## src/rtl/m6809_pkg.sv

```systemverilog
// Shared definitions for the m6809 reset/halt controller: state encoding,
// BA/BS status encodings and the default reset-vector address.
package m6809_pkg;

    localparam logic [3:0] ST_RESET     = 4'd0;
    localparam logic [3:0] ST_VEC_HI    = 4'd1;
    localparam logic [3:0] ST_WAIT_HI   = 4'd2;
    localparam logic [3:0] ST_VEC_LO    = 4'd3;
    localparam logic [3:0] ST_WAIT_LO   = 4'd4;
    localparam logic [3:0] ST_LOAD      = 4'd5;
    localparam logic [3:0] ST_RUN       = 4'd6;
    localparam logic [3:0] ST_HALT_WAIT = 4'd7;
    localparam logic [3:0] ST_HALTED    = 4'd8;

    typedef enum logic [3:0] {
        S_RESET     = ST_RESET,
        S_VEC_HI    = ST_VEC_HI,
        S_WAIT_HI   = ST_WAIT_HI,
        S_VEC_LO    = ST_VEC_LO,
        S_WAIT_LO   = ST_WAIT_LO,
        S_LOAD      = ST_LOAD,
        S_RUN       = ST_RUN,
        S_HALT_WAIT = ST_HALT_WAIT,
        S_HALTED    = ST_HALTED
    } state_t;

    // {ba, bs}
    localparam logic [1:0] BABS_RUN  = 2'b00;
    localparam logic [1:0] BABS_ACK  = 2'b01;
    localparam logic [1:0] BABS_HALT = 2'b11;

    localparam logic [15:0] DEFAULT_RST_VEC_ADDR = 16'hFFFE;

endpackage

```

## src/rtl/m6809_sync2.sv

```systemverilog
// Two-flop synchronizer with a synchronous active-low reset to a chosen value.
module m6809_sync2 #(
    parameter logic RST_VAL = 1'b1
) (
    input  logic clk,
    input  logic reset_b,
    input  logic d,
    output logic q
);

    logic meta;

    always_ff @(posedge clk) begin
        if (!reset_b) begin
            meta <= RST_VAL;
            q    <= RST_VAL;
        end else begin
            meta <= d;
            q    <= meta;
        end
    end

endmodule

```

## src/rtl/m6809_reset_halt_ctl.sv

```systemverilog
// Reset-vector fetch, run gating and BA/BS halt handshake for the m6809 core.
// Defining M6809_HALT_SYNC_EN puts halt_b through a two-flop synchronizer.
//
// state     | meaning
// RESET     | held in reset, BA/BS=01
// VEC_HI/LO | one-cycle read strobe for vector high/low byte
// WAIT_HI/LO| memory latency countdown, capture byte on terminal count
// LOAD      | one-cycle PC load pulse
// RUN       | core advancing, BA/BS=00
// HALT_WAIT | halt requested, core runs to instruction boundary
// HALTED    | core stopped, BA/BS=11
module m6809_reset_halt_ctl
    import m6809_pkg::*;
#(
    parameter logic [15:0] RST_VEC_ADDR = DEFAULT_RST_VEC_ADDR,
    parameter int          MEM_LATENCY  = 1
) (
    input  logic        clk,
    input  logic        reset_b,
    input  logic        halt_b,
    input  logic        inst_done,
    input  logic [7:0]  data_in,
    output logic [15:0] addr,
    output logic        rd,
    output logic        pc_load,
    output logic [15:0] pc_value,
    output logic        core_run,
    output logic        ba,
    output logic        bs
);

    localparam logic [1:0]  LAT_LAST    = 2'(MEM_LATENCY - 1);
    localparam logic [15:0] VEC_LO_ADDR = RST_VEC_ADDR + 16'd1;

    state_t      state, state_nxt;
    logic [1:0]  lat_cnt, lat_cnt_nxt;
    logic [15:0] pc_nxt, addr_nxt;
    logic        rd_nxt, pc_load_nxt, core_run_nxt;
    logic [1:0]  babs, babs_nxt;
    logic        halt_s;

`ifdef M6809_HALT_SYNC_EN
    m6809_sync2 #(.RST_VAL(1'b1)) u_halt_sync (
        .clk     (clk),
        .reset_b (reset_b),
        .d       (halt_b),
        .q       (halt_s)
    );
`else
    assign halt_s = halt_b;
`endif

    always_ff @(posedge clk) begin
        if (!reset_b) begin
            state    <= S_RESET;
            lat_cnt  <= 2'd0;
            pc_value <= 16'h0000;
            addr     <= 16'h0000;
            rd       <= 1'b0;
            pc_load  <= 1'b0;
            core_run <= 1'b0;
            babs     <= BABS_ACK;
        end else begin
            state    <= state_nxt;
            lat_cnt  <= lat_cnt_nxt;
            pc_value <= pc_nxt;
            addr     <= addr_nxt;
            rd       <= rd_nxt;
            pc_load  <= pc_load_nxt;
            core_run <= core_run_nxt;
            babs     <= babs_nxt;
        end
    end

    always_comb begin
        state_nxt   = state;
        lat_cnt_nxt = lat_cnt;
        pc_nxt      = pc_value;
        case (state)
            S_RESET:   state_nxt = S_VEC_HI;
            S_VEC_HI: begin
                state_nxt   = S_WAIT_HI;
                lat_cnt_nxt = LAT_LAST;
            end
            S_WAIT_HI: begin
                if (lat_cnt == 2'd0) begin
                    pc_nxt[15:8] = data_in;
                    state_nxt    = S_VEC_LO;
                end else begin
                    lat_cnt_nxt = lat_cnt - 2'd1;
                end
            end
            S_VEC_LO: begin
                state_nxt   = S_WAIT_LO;
                lat_cnt_nxt = LAT_LAST;
            end
            S_WAIT_LO: begin
                if (lat_cnt == 2'd0) begin
                    pc_nxt[7:0] = data_in;
                    state_nxt   = S_LOAD;
                end else begin
                    lat_cnt_nxt = lat_cnt - 2'd1;
                end
            end
            // the core sits at a boundary before its first instruction
            S_LOAD:    state_nxt = halt_s ? S_RUN : S_HALTED;
            S_RUN: begin
                if (!halt_s) state_nxt = inst_done ? S_HALTED : S_HALT_WAIT;
            end
            S_HALT_WAIT: begin
                if (inst_done)   state_nxt = S_HALTED;
                else if (halt_s) state_nxt = S_RUN;
            end
            S_HALTED: begin
                if (halt_s) state_nxt = S_RUN;
            end
            default:   state_nxt = S_RESET;
        endcase

        rd_nxt = (state_nxt == S_VEC_HI) || (state_nxt == S_VEC_LO);
        addr_nxt = 16'h0000;
        if (state_nxt == S_VEC_HI)      addr_nxt = RST_VEC_ADDR;
        else if (state_nxt == S_VEC_LO) addr_nxt = VEC_LO_ADDR;
        pc_load_nxt  = (state_nxt == S_LOAD);
        core_run_nxt = (state_nxt == S_RUN) || (state_nxt == S_HALT_WAIT);
        babs_nxt = BABS_ACK;
        if (state_nxt == S_HALTED) babs_nxt = BABS_HALT;
        else if (core_run_nxt)     babs_nxt = BABS_RUN;
    end

    assign ba = babs[1];
    assign bs = babs[0];

endmodule
```

## config.mk

```make
export PLATFORM = sky130hd
export DESIGN_NAME = m6809_reset_halt_ctl
export DESIGN_NICKNAME = d
export VERILOG_FILES = /design/src/rtl/m6809_pkg.sv /design/src/rtl/m6809_sync2.sv /design/src/rtl/m6809_reset_halt_ctl.sv
export SDC_FILE = /design/constraint.sdc
export NUM_CORES = 1
export LEC_CHECK = 0
export BUFFER_PORTS_ARGS = -buffer_cell sky130_fd_sc_hd__buf_2
export CAP_MARGIN = 5
export CORE_MARGIN = 4
export CORE_UTILIZATION = 55
export CTS_BUF_LIST = sky130_fd_sc_hd__clkbuf_4 sky130_fd_sc_hd__clkbuf_8
export DETAILED_ROUTE_END_ITERATION = 8
export GPL_ROUTABILITY_DRIVEN = 0
export PLACE_DENSITY = 0.92
export SETUP_SLACK_MARGIN = 0.3
export SLEW_MARGIN = 20
export SYNTH_ARGS = -nofsm -noshare
export SYNTH_HDL_FRONTEND = slang
export SYNTH_SLANG_ARGS = --single-unit
```

## constraint.sdc

```tcl
create_clock -name clk -period 3.45 [get_ports clk]
set_input_delay 0.345 -clock clk [delete_from_list [all_inputs] [get_ports clk]]
set_output_delay 0.345 -clock clk [all_outputs]
set_load 0.005 [all_outputs]
```

; Word level (Yosys, flattened, before mapping)
; Index checks and enable logic that the tools add are counted.
[classes]
bitwise = 1
mux = 14
eq_ne = 15
n_reduce_logical = 12
n_addsub = 1
[op_table]
columns = op, n
row1 = 4-bit one-hot mux with 9 select lines, 1
row2 = 16-bit 2-to-1 mux, 2
row3 = 4-bit by 3-bit == test with 1-bit output (second input constant), 7
row4 = 4-bit 2-to-1 mux, 7
row5 = 4-bit by 2-bit == test with 1-bit output (second input constant), 3
row6 = 4-bit by 1-bit == test with 1-bit output (second input constant), 2
row7 = 4-bit == test (second input constant), 2
row8 = 2-bit OR reduction, 4
row9 = 2-bit AND reduction, 3
row10 = 4-bit logical NOT, 1
row11 = 2-bit 2-to-1 mux, 2
row12 = 2-bit one-hot mux with 2 select lines, 1
row13 = 2-bit logical NOT, 1
row14 = 1-bit logical OR, 2
row15 = 2-bit inequality test (second input constant), 1
row16 = 2-bit nonzero test, 1
row17 = 2-bit by 1-bit subtractor with 2-bit output (second input constant), 1
row18 = 1-bit 2-to-1 mux, 1
row19 = 1-bit inverter, 1
[totals]
out_inout_bits = 37
ff_bits = 43
word_cells = 54
in_bits = 12

; Longest topological paths before layout
[logic_depth]
depth_word = 7
ltp_mapped = 6
depth_no_buf = 6

; Worst setup path before layout
; OpenSTA, ideal clock, no wires.
[synth_timing]
path_type = reg-to-reg
from = reg lat_cnt[0]
to = reg pc_load
t_arrival_ns = 1.423
path_slack_ns = 1.955
setup_ns = 0.073
path_stages_with_launch = 7
n_path_buf = 0
cell_sequence = dfxtp_1 inv_1 ha_1 nor2b_4 or4_4 a31o_4 nor3_2
[synth_via]
elab_chain_len = 4
elab_cells_between_ends = 5
cone_classes = eq/ne (1) / mux (3) / reduce/logical (1)
[synth_rtl]
columns = item, line
row1 = "start, declared", m6809_reset_halt_ctl.sv:36  ; logic [1:0] lat_cnt, lat_cnt_nxt;
row2 = "start signal, assigned", m6809_reset_halt_ctl.sv:65  ; lat_cnt <= lat_cnt_nxt;
row3 = 2-bit logical NOT (*), "m6809_reset_halt_ctl.sv:86, m6809_reset_halt_ctl.sv:98"
row4 = "4-bit 2-to-1 mux, on equally long branches", "m6809_reset_halt_ctl.sv:98, m6809_reset_halt_ctl.sv:86"
row5 = 4-bit one-hot mux with 9 select lines (*), m6809_reset_halt_ctl.sv:79  ; case (state)
row6 = 4-bit by 3-bit == test with 1-bit output (*), m6809_reset_halt_ctl.sv:124  ; pc_load_nxt = (state_nxt == S_LOAD);
row7 = "end signal, assigned", m6809_reset_halt_ctl.sv:69  ; pc_load <= pc_load_nxt;
row8 = "end, declared", m6809_reset_halt_ctl.sv:25  ; output logic pc_load,
; Every way passes the cells marked *; elsewhere a longest branch is shown, timed or not.
; A chain may end at the register's enable or synchronous reset.

; Worst setup path after layout
[layout_timing]
from = reg state[1]
to = reg pc_load
[layout_via]
elab_chain_len = 4
elab_cells_between_ends = 16
cone_classes = eq/ne (9) / mux (6) / reduce/logical (1)
[layout_rtl]
columns = item, line
row1 = "start, declared", m6809_reset_halt_ctl.sv:35  ; state_t state, state_nxt;
row2 = "start signal, assigned", m6809_reset_halt_ctl.sv:64  ; state <= state_nxt;
row3 = 4-bit 2-to-1 mux, "m6809_reset_halt_ctl.sv:112, m6809_reset_halt_ctl.sv:115"
row4 = 4-bit 2-to-1 mux, m6809_reset_halt_ctl.sv:111  ; if (inst_done) state_nxt = S_HALTED;
row5 = 4-bit one-hot mux with 9 select lines (*), m6809_reset_halt_ctl.sv:79
row6 = 4-bit by 3-bit == test with 1-bit output (*), m6809_reset_halt_ctl.sv:124
; Marks and branches as above.

==> impl_metrics.csv <==
group,metric,value,unit
outcome,status,"complete, no violations",
timing,drv_slew,0,
route,first_pass_iters,4,
critical_path,crit_arrival,2.16,ns
floorplanning,io_pins,49,
power,leakagePower,0.7885,nW
floorplanning,die-area,0.003327,mm2
power,peakVddDrop,0.0003261,V
layout,final_area,0.001516,mm2
route,num_vias,1040,
floorplanning,rows,17,
layout,drive_gt1_share,36.36,%
floorplanning,initial_utilization,59.65,%
cts,clk_pin_slew_worst_paths,0.15,ns
synthesis,synth_edf_count,0,
power,powerDensity,570.2,mW/mm2
cts,cts_made_buffers,3,
synthesis,synthFlopType,"dfxtp_1",
timing,tightestPinTransition,0.5841,ns
synthesis,yosys_warnings,0,
timing,rsz0062_at_grt,"false",
cts,h-tree-depth,1,
floorplanning,die_width,57.68,um
route,drc,0,
synthesis,synth.net_count,148,
synthesis,syn_area,0.001358,mm2
cts,cts_resized,0,
timing,slew_headroom,60.95,%
global_routing,antenna_found_initial,0,
cts,cts_tree,"built",
critical_path,crit_path_end_kind,"flip-flop",
synthesis,async_flop_share,0,%
critical_path,critPathLaunchType,"flip-flop",
critical_path,cp_max_fo,12,
layout,fin_util,66.63,%
synthesis,synthCells,135,
timing,finalSetupViolCount,0,
placement,hpwl,1.878,mm
min_path,hold_start,"data_in[7]",
cts,cts_setup_buffers,0,
synthesis,synth_area_per_cell,10.06,um2
cts,hold_buffers,0,
layout,fin_nets,179,
timing,fin_tns_setup,0,ns
layout,final_common_cell,"buf_2",
layout,final_cell_mix,"buf_2, dfxtp_1, nor2b_1",
route,drt-initial-drc-count,14,
layout,areaGrowthSynthToFinish,11.70,%
critical_path,cp.required,3.72,ns
synthesis,synth-seq-cells,28,
floorplanning,chipHeight,57.68,um
critical_path,startpoint,"state[1]",
route,wl,2.541,mm
global_routing,grt_pass1_wl,4.084,mm
timing,min_period,1.886,ns
job,max_cap_viol_count,0,
route,ant_nets,0,
timing,fmax,530.2,MHz
global_routing,grt_usage,15.43,%
timing,fin_skew,0.001573,ns
cts,cts.sinks,28,
timing,hold_viol_final,0,
route,vias_per_cell,5.389,
placement,placed_area,0.001464,mm2
synthesis,ys_types,36,
cts,clockBufferDepth,2,
placement,io_buffers,48,
timing,period_share,54.67,%
cts,clk-insertion-delay-late,0.33,ns
min_path,hold_path_class,"in -> reg",
synthesis,yosysSeqAreaShare,41.29,%
global_routing,grt_pass1_vias,951,
layout,antenna-diode-count,0,
route,wl_per_cell,13.17,um
floorplanning,core,0.002276,mm2
cts,cts-root-buf,"clkbuf_4",
global_routing,grt_max_degree,25,
global_routing,gr-total-overflow,0,
critical_path,r2r_start,"state[1]",
critical_path,path_class,"reg -> reg",
==> power breakdown <==
part	switching (mW)	internal [mW]	total (mW)
clock	0.0970	0.118	0.215
combinational	0.122	0.130	0.252
sequential	0.0400	0.358	0.398
total	0.259	0.606	0.865
==> cells in the mapped netlist (2+ instances only) <==
cell type  count  share of area (%)
dfxtp_1       28                 41
nor2b_1       21                9.7
buf_4         17                9.4
mux2i_1       16                 12
nor2_1         9                2.5
buf_6          3                2.5
inv_1          3               0.83
nand2_1        3               0.83
a2111oi_0      2                1.3
a21oi_1        2               0.74
a31o_2         2                1.3
clkbuf_1       2               0.55
nand3_1        2               0.74
nor3_2         2                1.5
or2b_1         2                1.1
==> critical path, cell delays in order (launching register included) <==
cell and delay [ns]:
dfxtp_1 0.56, nor2b_1 0.26, nand3_1 0.46, a31o_4 0.41, nor3_2 0.13
==> sequential cells by signal, summed over array words and instances (netlist names) <==
register	flops
addr	1
lat_cnt	2
state	4
pc_value	16
core_run	1
babs	2
pc_load	1
rd	1
==> layer usage <==
metal	up-vias	GRT usage (%)	wire length (um)
li1	506	-	-
met1	475	17.68	1003
met2	52	27.42	1240
met3	7	2.450	246
met4	0	7.947	51
met5	-	0	0
==> kinds of logic after synthesis <==
logic type | synth area share, %
fa+ha+maj | 0.9215
compound gates | 8.112
simple gates | 23.96
xor+xnor | 0.6453
buf+inv | 13.27
mux | 11.80
flops | 41.29
==> path summary, 6_finish.rpt <==
check,slack [ns],cells after the start,endpoint
setup / recovery,1.56,4,pc_load
hold / removal,0.27,3,pc_value[15]
setup reg to reg,1.56,4,pc_load
hold reg to reg,0.52,1,lat_cnt[1]
==> cell type report <==
cell class	instances	area (um2)
tap	28	35.03
multi-input combinational	82	616.8
sequential	28	560.5
fill	184	759.5
clock buffer	3	22.52
timing repair buffer	48	240.2
inverter	3	11.26
clock inverter	1	30.03
==> stage by stage <==
step                instances  total power [mW]  hold WS, ns  setup WS (ns)
finish                    193            0.8647       0.2702          1.564
global route              193            0.9156       0.2714          1.422
CTS                       193            0.8693       0.2666          1.605
detailed placement        189            0.6582       0.4863          1.627
global placement          189            0.6493       0.4692          1.732
floorplan                 135            0.6390       0.4610          1.955
No activity file was read; power rests on OpenSTA's default activity.
